## src/rtl/alu_ctrl_fsm_pkg.sv

```systemverilog
`default_nettype none
// ============================================================================
// Module   : alu_ctrl_fsm_pkg
// Brief    : Opcode/funct encodings, FSM state codes and instruction-class
//            decode shared by the multicycle ALU control unit.
// Revision : 1.0 - initial release
// ============================================================================
package alu_ctrl_fsm_pkg;

    localparam logic [5:0] c_OP_RFORMAT = 6'h00;
    localparam logic [5:0] c_OP_JUMP    = 6'h02;
    localparam logic [5:0] c_OP_BEQ     = 6'h04;
    localparam logic [5:0] c_OP_BNE     = 6'h05;
    localparam logic [5:0] c_OP_ADDI    = 6'h08;
    localparam logic [5:0] c_OP_SLTI    = 6'h0A;
    localparam logic [5:0] c_OP_FLPT    = 6'h11;
    localparam logic [5:0] c_OP_LDRW    = 6'h23;
    localparam logic [5:0] c_OP_STRW    = 6'h2B;

    localparam logic [5:0] c_FN_RSLL    = 6'h00;
    localparam logic [5:0] c_FN_RSRL    = 6'h02;
    localparam logic [5:0] c_FN_RMULT   = 6'h18;
    localparam logic [5:0] c_FN_RDIV    = 6'h1A;
    localparam logic [5:0] c_FN_RADD    = 6'h20;
    localparam logic [5:0] c_FN_RSUB    = 6'h22;
    localparam logic [5:0] c_FN_RSLT    = 6'h2A;

    localparam logic [2:0] c_ST_IDLE    = 3'd0;
    localparam logic [2:0] c_ST_DECODE  = 3'd1;
    localparam logic [2:0] c_ST_EXEC    = 3'd2;
    localparam logic [2:0] c_ST_MEM     = 3'd3;
    localparam logic [2:0] c_ST_WB      = 3'd4;
    localparam logic [2:0] c_ST_BRANCH  = 3'd5;
    localparam logic [2:0] c_ST_FPSTALL = 3'd6;

    localparam logic [1:0] c_PCSRC_NONE   = 2'b00;
    localparam logic [1:0] c_PCSRC_BRANCH = 2'b01;
    localparam logic [1:0] c_PCSRC_JUMP   = 2'b10;

    typedef enum logic [2:0] {
        CLS_ALU,
        CLS_IMM,
        CLS_LOAD,
        CLS_STORE,
        CLS_BRANCH,
        CLS_JUMP,
        CLS_FP,
        CLS_ILLEGAL
    } op_class_e;

    // Rformat is only legal for the seven implemented funct codes.
    function automatic op_class_e decode_class(input logic [5:0] opcode,
                                               input logic [5:0] funct);
        op_class_e cls;
        cls = CLS_ILLEGAL;
        case (opcode)
            c_OP_RFORMAT: begin
                case (funct)
                    c_FN_RSLL, c_FN_RSRL, c_FN_RMULT, c_FN_RDIV,
                    c_FN_RADD, c_FN_RSUB, c_FN_RSLT: cls = CLS_ALU;
                    default:                         cls = CLS_ILLEGAL;
                endcase
            end
            c_OP_ADDI, c_OP_SLTI: cls = CLS_IMM;
            c_OP_LDRW:            cls = CLS_LOAD;
            c_OP_STRW:            cls = CLS_STORE;
            c_OP_BEQ, c_OP_BNE:   cls = CLS_BRANCH;
            c_OP_JUMP:            cls = CLS_JUMP;
            c_OP_FLPT:            cls = CLS_FP;
            default:              cls = CLS_ILLEGAL;
        endcase
        return cls;
    endfunction

endpackage : alu_ctrl_fsm_pkg
`default_nettype wire

```

## src/rtl/alu_ctrl_fsm_fp_stall_counter.sv

```systemverilog
`default_nettype none
// ============================================================================
// Module   : alu_ctrl_fsm_fp_stall_counter
// Brief    : Loadable down-counter timing the floating-point stall window.
// Revision : 1.0 - initial release
// ============================================================================
module alu_ctrl_fsm_fp_stall_counter #(
    parameter int FP_LAT = 4
) (
    input  logic clk,
    input  logic reset,
    input  logic load,
    input  logic enable,
    output logic done
);

    localparam int c_CNT_W = (FP_LAT > 1) ? $clog2(FP_LAT) : 1;

    logic [c_CNT_W-1:0] r_cnt;

    always_ff @(posedge clk or negedge reset) begin
        if (!reset) begin
            r_cnt <= '0;
        end else if (load) begin
            r_cnt <= c_CNT_W'(FP_LAT - 1);
        end else if (enable && (r_cnt != '0)) begin
            r_cnt <= r_cnt - 1'b1;
        end
    end

    assign done = (r_cnt == '0);

endmodule : alu_ctrl_fsm_fp_stall_counter
`default_nettype wire

```

## src/rtl/alu_ctrl_fsm.sv

```systemverilog
`default_nettype none
// ============================================================================
// Module   : alu_ctrl_fsm
// Brief    : Multicycle control FSM driving ALU, memory, register-file and PC
//            strobes from a latched 32-bit instruction.
// Revision : 1.0 - initial release
// ============================================================================
module alu_ctrl_fsm
    import alu_ctrl_fsm_pkg::*;
#(
    parameter int FP_LAT = 4,
    parameter int CNT_W  = 32
) (
    input  logic             clk,
    input  logic             reset,
    input  logic             instr_valid,
    input  logic [31:0]      instr,
    output logic             instr_ready,
    output logic             alu_op,
    output logic [5:0]       func1,
    output logic [5:0]       func2,
    output logic             alu_src_imm,
    input  logic             zero,
    output logic             mem_rd,
    output logic             mem_wr,
    input  logic             mem_ack,
    output logic             reg_wr,
    output logic             mem_to_reg,
    output logic             reg_dst,
    output logic             pc_write,
    output logic [1:0]       pc_src,
    output logic             illegal,
    output logic             busy,
    output logic [CNT_W-1:0] retired
);

    logic [2:0]       r_state;
    logic [2:0]       w_next_state;
    logic [31:0]      r_ir;
    logic             r_zero_q;
    logic [CNT_W-1:0] r_retired;
    op_class_e        w_cls;
    logic             w_accept;
    logic             w_retire;
    logic             w_fp_load;
    logic             w_fp_done;
    logic             w_unused_ir;

    assign w_cls       = decode_class(r_ir[31:26], r_ir[5:0]);
    assign w_accept    = instr_valid && (r_state == c_ST_IDLE);
    assign w_fp_load   = (r_state == c_ST_DECODE) && (w_cls == CLS_FP);
    // Operand fields are routed to the datapath elsewhere; control ignores them.
    assign w_unused_ir = ^r_ir[25:6];

    assign w_retire = ((r_state == c_ST_EXEC)    && (w_cls == CLS_JUMP))
                   || ((r_state == c_ST_MEM)     && mem_ack && (w_cls == CLS_STORE))
                   ||  (r_state == c_ST_WB)
                   ||  (r_state == c_ST_BRANCH)
                   || ((r_state == c_ST_FPSTALL) && w_fp_done);

    alu_ctrl_fsm_fp_stall_counter #(
        .FP_LAT (FP_LAT)
    ) u_fp_stall_counter (
        .clk    (clk),
        .reset  (reset),
        .load   (w_fp_load),
        .enable (r_state == c_ST_FPSTALL),
        .done   (w_fp_done)
    );

    always_ff @(posedge clk or negedge reset) begin
        if (!reset) begin
            r_state   <= c_ST_IDLE;
            r_ir      <= '0;
            r_zero_q  <= 1'b0;
            r_retired <= '0;
        end else begin
            r_state <= w_next_state;
            if (w_accept) begin
                r_ir <= instr;
            end
            if (r_state == c_ST_EXEC) begin
                r_zero_q <= zero;
            end
            if (w_retire) begin
                r_retired <= r_retired + CNT_W'(1);
            end
        end
    end

    always_comb begin
        w_next_state = r_state;
        case (r_state)
            c_ST_IDLE: begin
                if (w_accept) w_next_state = c_ST_DECODE;
            end
            c_ST_DECODE: begin
                if (w_cls == CLS_FP)            w_next_state = c_ST_FPSTALL;
                else if (w_cls == CLS_ILLEGAL)  w_next_state = c_ST_IDLE;
                else                            w_next_state = c_ST_EXEC;
            end
            c_ST_EXEC: begin
                case (w_cls)
                    CLS_JUMP:             w_next_state = c_ST_IDLE;
                    CLS_BRANCH:           w_next_state = c_ST_BRANCH;
                    CLS_LOAD, CLS_STORE:  w_next_state = c_ST_MEM;
                    default:              w_next_state = c_ST_WB;
                endcase
            end
            c_ST_MEM: begin
                if (mem_ack) begin
                    w_next_state = (w_cls == CLS_LOAD) ? c_ST_WB : c_ST_IDLE;
                end
            end
            c_ST_WB:      w_next_state = c_ST_IDLE;
            c_ST_BRANCH:  w_next_state = c_ST_IDLE;
            c_ST_FPSTALL: begin
                if (w_fp_done) w_next_state = c_ST_IDLE;
            end
            default:      w_next_state = c_ST_IDLE;
        endcase
    end

    // Moore outputs: a function of state and latched instruction only.
    always_comb begin
        instr_ready = (r_state == c_ST_IDLE);
        busy        = (r_state != c_ST_IDLE);
        alu_op      = 1'b0;
        func1       = 6'd0;
        func2       = 6'd0;
        alu_src_imm = 1'b0;
        mem_rd      = 1'b0;
        mem_wr      = 1'b0;
        reg_wr      = 1'b0;
        mem_to_reg  = 1'b0;
        reg_dst     = 1'b0;
        pc_write    = 1'b0;
        pc_src      = c_PCSRC_NONE;
        illegal     = 1'b0;
        case (r_state)
            c_ST_DECODE: begin
                illegal = (w_cls == CLS_ILLEGAL);
            end
            c_ST_EXEC: begin
                alu_op      = 1'b1;
                func1       = r_ir[5:0];
                func2       = r_ir[31:26];
                alu_src_imm = (w_cls == CLS_IMM) || (w_cls == CLS_LOAD)
                           || (w_cls == CLS_STORE);
                if (w_cls == CLS_JUMP) begin
                    pc_write = 1'b1;
                    pc_src   = c_PCSRC_JUMP;
                end
            end
            c_ST_MEM: begin
                mem_rd = (w_cls == CLS_LOAD);
                mem_wr = (w_cls == CLS_STORE);
            end
            c_ST_WB: begin
                reg_wr     = 1'b1;
                mem_to_reg = (w_cls == CLS_LOAD);
                reg_dst    = (w_cls == CLS_ALU);
            end
            c_ST_BRANCH: begin
                pc_write = r_zero_q;
                pc_src   = c_PCSRC_BRANCH;
            end
            default: ;
        endcase
    end

    assign retired = r_retired;

endmodule : alu_ctrl_fsm
`default_nettype wire

```

## config.mk

```make
export PLATFORM = sky130hd
export DESIGN_NAME = alu_ctrl_fsm
export DESIGN_NICKNAME = d
export VERILOG_FILES = /design/src/rtl/alu_ctrl_fsm_pkg.sv /design/src/rtl/alu_ctrl_fsm_fp_stall_counter.sv /design/src/rtl/alu_ctrl_fsm.sv
export SDC_FILE = /design/constraint.sdc
export NUM_CORES = 1
export LEC_CHECK = 0
export CORE_MARGIN = 10
export CORE_UTILIZATION = 42
export CTS_CLUSTER_DIAMETER = 100
export DETAILED_ROUTE_END_ITERATION = 7
export PLACE_DENSITY = 0.77
export SYNTH_ARGS = -nofsm -noshare
export SYNTH_HDL_FRONTEND = slang
export SYNTH_HIERARCHICAL = 1
export SYNTH_SLANG_ARGS = --single-unit
```

## constraint.sdc

```tcl
create_clock -name clk -period 2 [get_ports clk]
set_input_delay 0.5 -clock clk [delete_from_list [all_inputs] [get_ports clk]]
set_output_delay 0.5 -clock clk [all_outputs]
set_load 0.03 [all_outputs]
```

======== Word level (Yosys, flattened, before mapping) ========
Index checks and enable logic that the tools add are counted.
storage, ports and cells
  register bits after elaboration ......... 70
  output and inout bits ................... 57
  word-level logic and storage cells ...... 89
operators by class
  add/sub/neg operators ................... 2
  eq/ne operators ......................... 30
  multiplexer cells ....................... 26
  reduce and logical (&&, ||, !) cells .... 26
operator list
  kind                     number
  $add A32 B1 Y32 const B  1
  $eq A6 B6 Y1 const B     5
  $eq A3 B3 Y1 const B     7
  $pmux W3 S7              1
  $eq A6 B5 Y1 const B     3
  $mux W3                  6
  $pmux W3 S5              1
  $eq A3 B2 Y1 const B     4
  $eq A6 B2 Y1 const B     2
  $eq A6 B3 Y1 const B     2
  $eq A6 B4 Y1 const B     2
  $logic_not A6 Y1         2
  $mux W6                  2
  $mux W1                  9
  $pmux W3 S3              1
  $mux W2                  4
  $logic_and A1 B1 Y1      7
  $reduce_or A7 Y1         1
  $eq A3 B1 Y1 const B     2
  $logic_not A3 Y1         2
  $logic_or A1 B1 Y1       6
  $reduce_or A2 Y1         3
  $ne A2 B2 Y1 const B     2
  $pmux W2 S2              1
  7 further kinds          8

======== Depth between registers and ports, before layout ========
  word-level depth ........................ 10
  mapped depth ............................ 8

======== Modules after synthesis ========
Netlist, hierarchy kept.
modules (own cells, without submodules)
  module                         instances  cells each  area an instance (um^2)
  alu_ctrl_fsm                   1          272         2795.2
  alu_ctrl_fsm_fp_stall_counter  1          12          123.9

======== Worst setup path before layout ========
OpenSTA, ideal clock, no wires.
  path kind ............................... reg2out
  from .................................... reg r_ir[28]
  to ...................................... out mem_wr
  arrival ................................. 2093 ps
  required time ........................... 1500 ps
  path slack .............................. -593 ps
  cell stages (with the launch flop) ...... 5
  path through ............................ dfrtp_1 > buf_2 > nand4b_4 > or2_2 > nor4b_1
between the ends
  cells in the longest elaborated chain, start to end .. 5
  elaborated cells on any way between the ends .. 14
  classes of those cells .................. eq/ne (9); mux (2); reduce/logical (3)
ends and longest elaborated chain
  what                                                 line                    RTL
  from (decl)                                          alu_ctrl_fsm.sv:39      logic [31:0] r_ir;
  from (signal assigned)                               alu_ctrl_fsm.sv:80      r_ir <= instr;
  $eq A6 B3 Y1 / $eq A6 B4 Y1 (equally long branches)  alu_ctrl_fsm_pkg.sv:56  case (opcode)
  $reduce_or A2 Y1                                     alu_ctrl_fsm_pkg.sv:56
  $pmux W3 S7 *                                        alu_ctrl_fsm_pkg.sv:56
  $eq A3 B2 Y1 *                                       alu_ctrl_fsm.sv:157     mem_wr = (w_cls == CLS_STORE);
  $mux W1 *                                            alu_ctrl_fsm.sv:140     case (r_state)
  to (decl)                                            alu_ctrl_fsm.sv:25      output logic mem_wr,
Mark *: on every way between the ends. The rest lies on a longest branch, timed or not.

======== Final worst setup path ========
  from .................................... reg r_ir[3]
  to ...................................... out reg_dst
between the ends
  cells in the longest elaborated chain, start to end .. 6
  elaborated cells on any way between the ends .. 12
  classes of those cells .................. eq/ne (6); mux (3); reduce/logical (3)
ends and longest elaborated chain
  what                                        line                    RTL
  $eq A6 B2 Y1, or another cell as far along  alu_ctrl_fsm_pkg.sv:58  case (funct)
  $reduce_or A7 Y1 *                          alu_ctrl_fsm_pkg.sv:58
  $mux W3 *                                   alu_ctrl_fsm_pkg.sv:58
  $pmux W3 S7 *                               alu_ctrl_fsm_pkg.sv:56
  $logic_not A3 Y1 *                          alu_ctrl_fsm.sv:162     reg_dst = (w_cls == CLS_ALU);
  $mux W1 *                                   alu_ctrl_fsm.sv:140
  to (decl)                                   alu_ctrl_fsm.sv:29      output logic reg_dst,
Marked as above.

==> results.yml <==
critical_path:
  crit_type: "flop to output pin"
  cp_top_family: "compound AO/OA/AOI/OAI gates"
  path_cells: "a21boi_1, o22a_1, o311ai_2, nand4_1, buf_4, nor2_4, buf_6"
  crit_buf_inv: 2
  r2r_start: "r_state[2]$_DFFE_PN0P_"
  max_stage_delay_ns: 0.40
  start_kind: "flop"
  cp-end-kind: "output pin"
  timing.reg2reg.setup_slack_ns: -0.14
  cp_slowest_cell: "dfrtp_1"
  cp_max_fo: 3
  cp_data_arrival_time_ns: 1.88
  cp-startpoint: "r_ir[3]$_DFFE_PN0P_"
  required_ns: 1.50
power_and_ir_drop:
  power.density_mw_per_mm2: 1010
  seq_power_share_pct: 29.3
  irDropWorstVdd_v: 0.000778
  p_leak_nw: 2.60
  comb_power_share_pct: 57.8
  switching_power_mw: 2.02
  switching_share_pct: 40.2
  intPower_mw: 3.02
  p_clk_share_pct: 12.9
sta:
  fin_skew_ns: 0.00526
  worst_pin_slew_ns: 0.670
  finalSetupViolations: 46
  rsz0062_at_grt: "yes"
  drv_slew: 0
  timing.fmax_mhz: 420
  setup_ws_ns: -0.382
  relSlewSlack_pct: 55.3
  finalHoldViolations: 0
  period_share_pct: 119
  fin_crit_ns: 2.38
clock_network:
  h-tree-depth: 2
  cts_tree: "yes"
  clk_path_buf_depth: 2
  clock_latency_ns: 0.30
  path_clk_slew_ns: 0.10
  postCtsHoldBufs: 0
  cts_buffers: 5
  cts_root_buffer: "clkbuf_8"
  cts_num_sinks: 50
synth:
  yosysWarnings: 6
  ys_seq_area_share_pct: 42.9
  ys_types: 49
  async_flop_share_pct: 100
  yosys_most_used_dff: "dfrtp_1"
  mappedNetlistArea_mm2: 0.00292
  avgSynthCellArea_um2: 10.3
  ys_seq_elements: 50
  synth_edf_count: 0
  netlist_instances: 284
  synth_nets: 323
final_layout:
  final_nets: 458
  finalInstanceArea_mm2: 0.00499
  fin_util_pct: 73.8
  n_antenna_cell: 0
  drive_gt1_share_pct: 46.0
  syn_to_final_growth_pct: 70.8
floorplanning:
  dieArea_mm2: 0.0107
  dieWidth_um: 103
  coreArea_mm2: 0.00676
  rows: 30
  initial_core_util_pct: 43.2
  num_io_pins: 94
  die_y_um: 103
drt:
  routedWlPerCell_um: 19.2
  detail_route.wirelength_um: 9590
  firstDrtPassIters: 4
  vias: 2739
  drt_iter0_drc: 77
  ant_nets: 0
  via_per_inst: 5.48
  post-route-drc-count: 0
placed_design:
  place_congestion: 0.842
  portBuffers: 73
  dpl.hpwl_um: 5740
  dpl_cell_area_mm2: 0.00399
global_routing:
  grt_pass1_vias: 2889
  antenna_found_initial: 0
  grt_overflow: 0
  grt_pass1_wl_um: 14900
  grt_max_degree: 29
  grt.total_usage_pct: 17.7
flow_run:
  maxCapViolCount: 0
run_status:
  violations: "setup timing"
  status: "complete, but fails checks"
worst_hold_path:
  hold_path.class: "primary input to async pin"
per-stage QoR:
step           TNS, ns  total power, mW  hold slack (ns)  setup slack, ns  instances
2_1_floorplan    -1.70             2.70            0.204           -0.194        284
3_3_place_gp     -3.63             3.54            0.461           -0.190        462
3_5_place_dp     -4.13             3.59            0.466           -0.258        462
4_1_cts          -8.03             4.71            0.183           -0.324        490
5_1_grt          -8.84             5.30            0.201           -0.468        500
6_report         -4.97             5.04            0.178           -0.382        500
registers in the layout (all words and copies together), names as in the netlist:
| name | flops |
|---|---|
| u_fp_stall_counter/r_cnt | 2 |
| r_ir | 12 |
| r_zero_q | 1 |
| retired | 32 |
| r_state | 3 |
synth_stat cells, drive strengths merged (2+ instances only):
cell type   n  area share [%]
a21boi      3            0.77
a21o        2            0.51
a21oi       2            0.34
and2       15             3.2
and2b       2            0.60
and4        3            0.90
buf        11             2.3
clkbuf      5            0.64
dfrtp      50              43
ha          2            0.86
inv        10             1.3
mux2       14             5.4
mux2i       2            0.69
nand2      16             2.1
nand2b      5             1.1
nand3      10             1.7
nand3b      2            0.51
nand4       8             1.9
nor2       22             2.8
nor2b       6             1.4
nor3       10             1.7
nor3b       3             1.2
nor4       21             7.8
nor4b       5             1.5
o21ai       4            0.69
o22a        2            0.60
o31ai       2            0.99
or2         4            0.86
or3         3            0.64
or4         2            0.51
xnor2       7             2.1
xor2       24             7.2
cell families after synthesis:
family / count (synthesis) / synth area share, %
XOR/XNOR: 31 / 9.30
AND/OR/NAND/NOR: 139 / 31.4
flip-flops: 50 / 42.9
buffers and inverters: 26 / 4.20
adder cells (fa/ha/maj): 2 / 0.857
multiplexers: 16 / 6.09
AO/OA/AOI/OAI: 20 / 5.32
path summary, 6_finish.rpt:
path | endpoint | cells past startpoint
max in group asynchronous | r_ir[29]$_DFFE_PN0P_ | 2
max reg2reg | retired[20]$_DFFE_PN0P_ | 9
min in group clk | retired[31]$_DFFE_PN0P_ | 1
min | r_ir[31]$_DFFE_PN0P_ | 1
min reg2reg | retired[31]$_DFFE_PN0P_ | 1
max | reg_dst | 7
cells in the final DEF (no fill, tap or decap), drive strengths merged, types with 3 or more instances in the layout:
cell,count
a21boi,3
and2,15
and4,3
buf,97
clkbuf,6
clkdlybuf4s50,36
dfrtp,50
dlymetal6s2s,10
inv,11
mux2,14
nand2,16
nand2b,5
nand3,10
nand4,8
nor2,22
nor2b,6
nor3,10
nor3b,3
nor4,21
nor4b,5
o21ai,4
or2,4
or3,3
xnor2,7
xor2,24
per-layer routing:
layer	up-vias	track usage [%]	share of wire, %
li1	1274	-	-
met3	13	3.19	4.9
met4	0	6.10	1.8
met1	1369	21.2	41
met2	83	30.9	52
met5	-	0	0
power groups by stage:
stage | Clock [mW] | Sequential (mW) | Combinational [mW]
floorplan | 0 | 1.45 | 1.25
global placement | 0 | 1.48 | 2.06
detailed placement | 0 | 1.49 | 2.11
CTS | 0.658 | 1.46 | 2.59
global route | 0.701 | 1.51 | 3.09
finish | 0.649 | 1.48 | 2.92
worst reg2reg max path: stages, from the launching register on:
cell     delay (ns)
dfrtp_1        0.41
buf_4          0.15
buf_6          0.12
or2_4          0.25
nor4_4         0.35
o31ai_4        0.10
buf_6          0.16
buf_12         0.15
nor4_4         0.23
xor2_1         0.16
timing repair:
item / 4_1_cts / 5_1_grt
resized for setup: 97 / 56
buffers inserted: 16 / 15
pin swaps: 24 / 60
cloned: 4 / 0
endpoints found under the hold margin: 0 / 0
setup endpoints to repair: 43 / 64
final cells by class:
cell class	count	area, um2
clock buffers	6	82.6
clock inverters	2	16.3
fillers	420	1770
inverters	10	40.0
multi-input cells	208	2040
flip-flops and latches	50	1250
well taps	80	100
repair buffers	144	1450
Power figures use the tool's default switching activity.
